**src/rtl/mem_wb_reg.sv**
```systemverilog
// mem_wb_reg: MEM/WB pipeline register with load alignment, bubble/flush control and perf counters
// Ports:
//    clk, rst                 clock, synchronous active-high reset
//    stall_mem, hold_wb       MEM stall (inserts bubble), downstream freeze (keeps contents)
//    flush                    CP0 exception/ERET squash
//    mem_to_reg .. is_ds_in   MEM-stage instruction fields
//    mem_data                 raw word returned by the data access
//    wb_*                     registered writeback fields
//    retire_cnt, stall_cnt    retired-without-exception and MEM-stall cycle counters
module mem_wb_reg #(
   parameter int REG_AW = 7
) (
   input  logic              clk,
   input  logic              rst,
   input  logic              stall_mem,
   input  logic              hold_wb,
   input  logic              flush,
   input  logic              mem_to_reg,
   input  logic              reg_write,
   input  logic              hilo_we,
   input  logic [63:0]       hilo_data,
   input  logic [31:0]       alu_out,
   input  logic [REG_AW-1:0] wr_reg,
   input  logic [31:0]       pc_in,
   input  logic [2:0]        read_type,
   input  logic [3:0]        exc_in,
   input  logic              is_ds_in,
   input  logic [31:0]       mem_data,
   output logic              wb_valid,
   output logic              wb_reg_we,
   output logic [REG_AW-1:0] wb_reg_addr,
   output logic [31:0]       wb_reg_data,
   output logic              wb_hilo_we,
   output logic [63:0]       wb_hilo_data,
   output logic [31:0]       wb_pc,
   output logic [3:0]        wb_exc,
   output logic              wb_is_ds,
   output logic [31:0]       retire_cnt,
   output logic [31:0]       stall_cnt
);
   logic [7:0]  lane_b;
   logic [15:0] lane_h;
   logic [31:0] load_data;
   // read_type[1] set covers both word (10) and the unused 11 encoding
   always_comb begin
      lane_b    = mem_data[{alu_out[1:0], 3'b000} +: 8];
      lane_h    = alu_out[1] ? mem_data[31:16] : mem_data[15:0];
      load_data = read_type[1] ? mem_data :
                  read_type[0] ? {{16{~read_type[2] & lane_h[15]}}, lane_h} :
                                 {{24{~read_type[2] & lane_b[7]}}, lane_b};
   end
   always_ff @(posedge clk) begin
      if (rst) begin
         wb_valid     <= 1'b0;
         wb_reg_we    <= 1'b0;
         wb_reg_addr  <= '0;
         wb_reg_data  <= '0;
         wb_hilo_we   <= 1'b0;
         wb_hilo_data <= '0;
         wb_pc        <= '0;
         wb_exc       <= '0;
         wb_is_ds     <= 1'b0;
         retire_cnt   <= '0;
         stall_cnt    <= '0;
      end else begin
         if (stall_mem) stall_cnt <= stall_cnt + 32'd1;
         if (flush) begin
            wb_valid     <= 1'b0;
            wb_reg_we    <= 1'b0;
            wb_reg_addr  <= '0;
            wb_reg_data  <= '0;
            wb_hilo_we   <= 1'b0;
            wb_hilo_data <= '0;
            wb_pc        <= '0;
            wb_exc       <= '0;
            wb_is_ds     <= 1'b0;
         end else if (!hold_wb) begin
            if (stall_mem) begin
               wb_valid   <= 1'b0;
               wb_reg_we  <= 1'b0;
               wb_hilo_we <= 1'b0;
            end else begin
               wb_valid     <= 1'b1;
               wb_reg_we    <= reg_write & (exc_in == 4'd0);
               wb_reg_addr  <= wr_reg;
               wb_reg_data  <= mem_to_reg ? load_data : alu_out;
               wb_hilo_we   <= hilo_we & (exc_in == 4'd0);
               wb_hilo_data <= hilo_data;
               wb_pc        <= pc_in;
               wb_exc       <= exc_in;
               wb_is_ds     <= is_ds_in;
               if (exc_in == 4'd0) retire_cnt <= retire_cnt + 32'd1;
            end
         end
      end
   end
endmodule
```
**config.mk**
```make
export PLATFORM = sky130hd
export DESIGN_NAME = mem_wb_reg
export DESIGN_NICKNAME = d
export VERILOG_FILES = /design/src/rtl/mem_wb_reg.sv
export SDC_FILE = /design/constraint.sdc
export NUM_CORES = 1
export LEC_CHECK = 0
export ABC_AREA = 1
export BUFFER_PORTS_ARGS = -buffer_cell sky130_fd_sc_hd__buf_2
export CAP_MARGIN = 5
export CORE_MARGIN = 4
export CORE_UTILIZATION = 35
export DETAILED_ROUTE_END_ITERATION = 16
export PLACE_DENSITY = 0.65
export SLEW_MARGIN = 20
export SYNTH_ARGS = -nofsm -noshare
export SYNTH_HDL_FRONTEND = slang
export SYNTH_SLANG_ARGS = --single-unit
export TNS_END_PERCENT = 50
```
**constraint.sdc**
```tcl
create_clock -name clk -period 2.8 [get_ports clk]
set_clock_uncertainty 0.15 [all_clocks]
set_input_delay 0.56 -clock clk [delete_from_list [all_inputs] [get_ports clk]]
set_output_delay 0.56 -clock clk [all_outputs]
set_load 0.02 [all_outputs]
```
Yosys cells after proc, flatten, opt, wreduce, memory -nomap -nowiden
Index checks and enable logic that the tools add are counted.
- flip-flop bits (word level): 207
- input bits: 183
- output and inout bits: 207
- word-level logic and storage cells: 33
- add/sub/neg operators: 2
- shift-type cells: 1
- muxes and demuxes: 7
- bitwise logic cells: 8
- reductions and logical operators: 4
- operators with widths (kind ; count):
    two-way mux 32 bit ; 3
    adder 32 x 1 -> 32 bit (second input constant) ; 2
    variable part select 32 x 6 -> 8 bit ; 1
    two-way mux 16 bit ; 1
    bitwise AND 1 bit ; 4
    logical NOT 4 bit ; 1
    inverter 1 bit ; 4
    AND reduction 4 bit ; 1
    two-way mux 1 bit ; 3
    AND reduction 2 bit ; 1
    OR reduction 2 bit ; 1

Depth between registers and ports, before layout
- depth in word-level cells: 5
- gate-level depth with buffers: 10

Worst setup path before layout
OpenSTA, ideal clock, no wires.
- kind: register -> register
- start: register retire_cnt[1]
- end: register retire_cnt[16]
- library setup time: 0.119 ns
- arrival time: 1.531 ns
- required time: 2.531 ns
- slack: 1.000 ns
- cell stages (with the launch flop): 9
- path buffers: 0
- path through: dfxtp_1 -> ha_1 -> nand3_1 -> inv_1 -> nand2_2 -> nor2_2 -> nand3_1 -> o21ai_0 -> a21oi_1
- cells in the longest elaborated chain, start to end: 1
- ends and longest elaborated chain (element ; line ; RTL):
    from (decl) ; 38 ; output logic [31:0] retire_cnt,
    from (signal assigned) ; 92 ; if (exc_in == 4'd0) retire_cnt <= retire_cnt + 32'd1;
    adder 32 x 1 -> 32 bit ; 92 ;
No other way between the ends.
A chain may end at the register's enable or synchronous reset.

Final worst setup path
- start: register retire_cnt[0]
- end: register retire_cnt[16]
Same word-level chain as after synthesis.

==> flow_summary.ini <==
[setup_path]
crit_arrival_ns = 2.23
critPathMaxFanout = 7
worstSetupPathType = flop to flop
cp-start-kind = flop
ff2ff_setup_slack_ns = 0.82
cp_data_required_time_ns = 3.05
cp_slowest_stage_delay_ns = 0.47
cp_common_cell = nand3_1
r2r_end = retire_cnt[16]
crit_chain = ha_1 > nand3_1 > inv_1 > nand2_2 > nor2_2 > nand3_1 > o21ai_0 > a21oi_1
crit_buf_inv = 1
path_delay_family = simple AND/OR/NAND/NOR gates
reg2reg_from = retire_cnt[0]
crit_path_top_delay_cell = dfxtp_1
reg2reg_depth = 8
crit_path_end_kind = flop

[synthesis]
netlist_area_um2 = 9570
synth.largest_area_cell = dfxtp_1
seq_area_frac_synth_pct = 43.3
synthTopCellsByCount = nor2_1, nand2_1, dfxtp_1
post-synth-top-count-cell = nor2_1
synth_cell_type_count = 38
yosys-top-cells-area = dfxtp_1, nor2_1, nand2_1
mappedNetlistNets = 1599
synth-seq-cells = 207
synth_top_area_share_pct = 43.3
synth_edf_count = 0
yosysWarnings = 0
syn_inst = 1414
async_reset_ff_share_pct = 0
ys.flop_type = dfxtp_1
avgSynthCellArea_um2 = 6.76

[grt]
grt_max_degree = 97
grt_first_pass_wirelength_um = 53100
grt_usage_pct = 21.2
grt_pass1_vias = 9741
grt_antenna_before_repair = 4
grt-ovfl-total = 0

[place]
gp_congestion = 0.933
place_hpwl_um = 25000
dp.cells = 2088
port_buffers = 389

[power_and_ir_drop]
ir_drop_uv = 423
finalPower_w = 0.00706
powerDensity_nw_per_um2 = 559
leakage_nw = 5.99

[worst_hold_path]
hold_class = input port to flop
hold_path_depth = 3
whs_endpoint = wb_hilo_data[47]
hp-start = hilo_data[47]

[clocking]
cts_sinks = 207
ctsHoldBuffers = 0
clock_path_buffers = 3
cts_made_buffers = 26
clk_pin_slew_ns = 0.06
cts_tree = done
htreeDepth = 1
clk_latency_ns = 0.51
cts-root-buf = clkbuf_16
cts_resized = 0
postCtsSetupBuffers = 0

[sta]
setup_violations = 0
max-slew-margin-rel_pct = 44.3
fmax_ghz = 0.505
tns_ns = 0
slew_viol_final = 0
hold_violations = 0
period_share_pct = 70.7
period_needed_ns = 1.98
worstMarginPinSlew_ns = 0.836
grt_setup_unrepaired = false
whs_ns = 0.119

[floorplanning]
start_util_pct = 35.5
die-area_um2 = 30000
coreArea_um2 = 27000
std_cell_rows = 60
die_h_um = 173
io-pin-count = 390
dieWidth_um = 173

[drt]
drtPass1Iterations = 5
vias_per_cell = 4.92
antenna_left = 0
drc_errors = 0
num_vias = 10500
drt-initial-drc-count = 772
wl_um = 33900
wl_per_cell_um = 15.9

[outcome]
status = finished clean

[cells_and_area]
drive_gt1_share_pct = 28.3
stdcell_count = 2137
areaGrowthSynthToFinish_pct = 32.1
final_nets = 1960

[flow_run]
maxCapViolations = 0
==> where the power goes <==
part	switching [W]	internal, W	total, W
logic	0.000450	0.000251	0.000701
clock network	0.00131	0.00200	0.00331
registers	0.0000329	0.00302	0.00305
total	0.00179	0.00527	0.00706
==> sequential cells by signal, summed over array words and instances (netlist names) <==
register / cells
retire_cnt: 32
wb_reg_addr: 7
wb_pc: 32
wb_valid: 1
wb_reg_we: 1
stall_cnt: 32
wb_is_ds: 1
wb_hilo_data: 64
wb_exc: 4
wb_hilo_we: 1
wb_reg_data: 32
==> worst min-delay path, stage by stage <==
cell and delay, ns:
buf_2 0.07, nor2_1 0.03, nor2_1 0.08
==> area by class of cell <==
type,instances,area [um^2]
fillers,2768,14300
multi-input cells,1053,4800
flip-flops and latches,207,4140
repair buffers,403,2090
clock buffers,35,766
well taps,341,427
inverters,84,318
clock inverters,12,93.8
diodes,2,5.00
==> cell families after synthesis <==
family / share of synthesized area, %
AO/OA/AOI/OAI: 16.6
XOR/XNOR: 1.19
adder cells (fa/ha/maj): 0.262
buffers and inverters: 6.62
flip-flops: 43.3
AND/OR/NAND/NOR: 32.0
==> metrics by stage <==
stage | util [%] | cell area (um^2) | setup WS [ns]
floorplan | - | 9570 | 1.00
global placement | 43.7 | 11800 | 0.558
detailed placement | 43.7 | 11800 | 0.532
CTS | 46.9 | 12600 | 0.820
global route | 46.9 | 12600 | 0.661
finish | 46.9 | 12600 | 0.821
==> layout by cell type, fill, tap and decap left out, drive strengths merged, types with 12 or more instances in the layout <==
cell type | Yosys | layout
buf | 19 | 403
nor2 | 341 | 341
o21ai | 174 | 174
a21oi | 129 | 129
dfxtp | 207 | 207
nand2 | 291 | 291
nand3 | 51 | 51
nor3 | 12 | 12
clkbuf | 51 | 35
inv | 83 | 83
or2 | 17 | 17
==> layer usage <==
metal / up-vias / global-route usage [%] / share of wire, %
li1: 5277 / - / -
met1: 4764 / 28.4 / 43
met2: 393 / 34.5 / 46
met3: 71 / 4.45 / 7.6
met4: 4 / 6.72 / 3.1
met5: - / 0 / 0.080
==> worst max-delay path by stage <==
stage                  startpoint              to  depth (start not counted)
finish              retire_cnt[0]  retire_cnt[16]                          8
global route        retire_cnt[0]  retire_cnt[16]                          8
CTS                 retire_cnt[0]  retire_cnt[16]                          8
detailed placement      exc_in[3]   retire_cnt[4]                          8
global placement        exc_in[3]   retire_cnt[4]                          8
floorplan           retire_cnt[1]  retire_cnt[16]                          8
No activity file was read; power rests on OpenSTA's default activity.
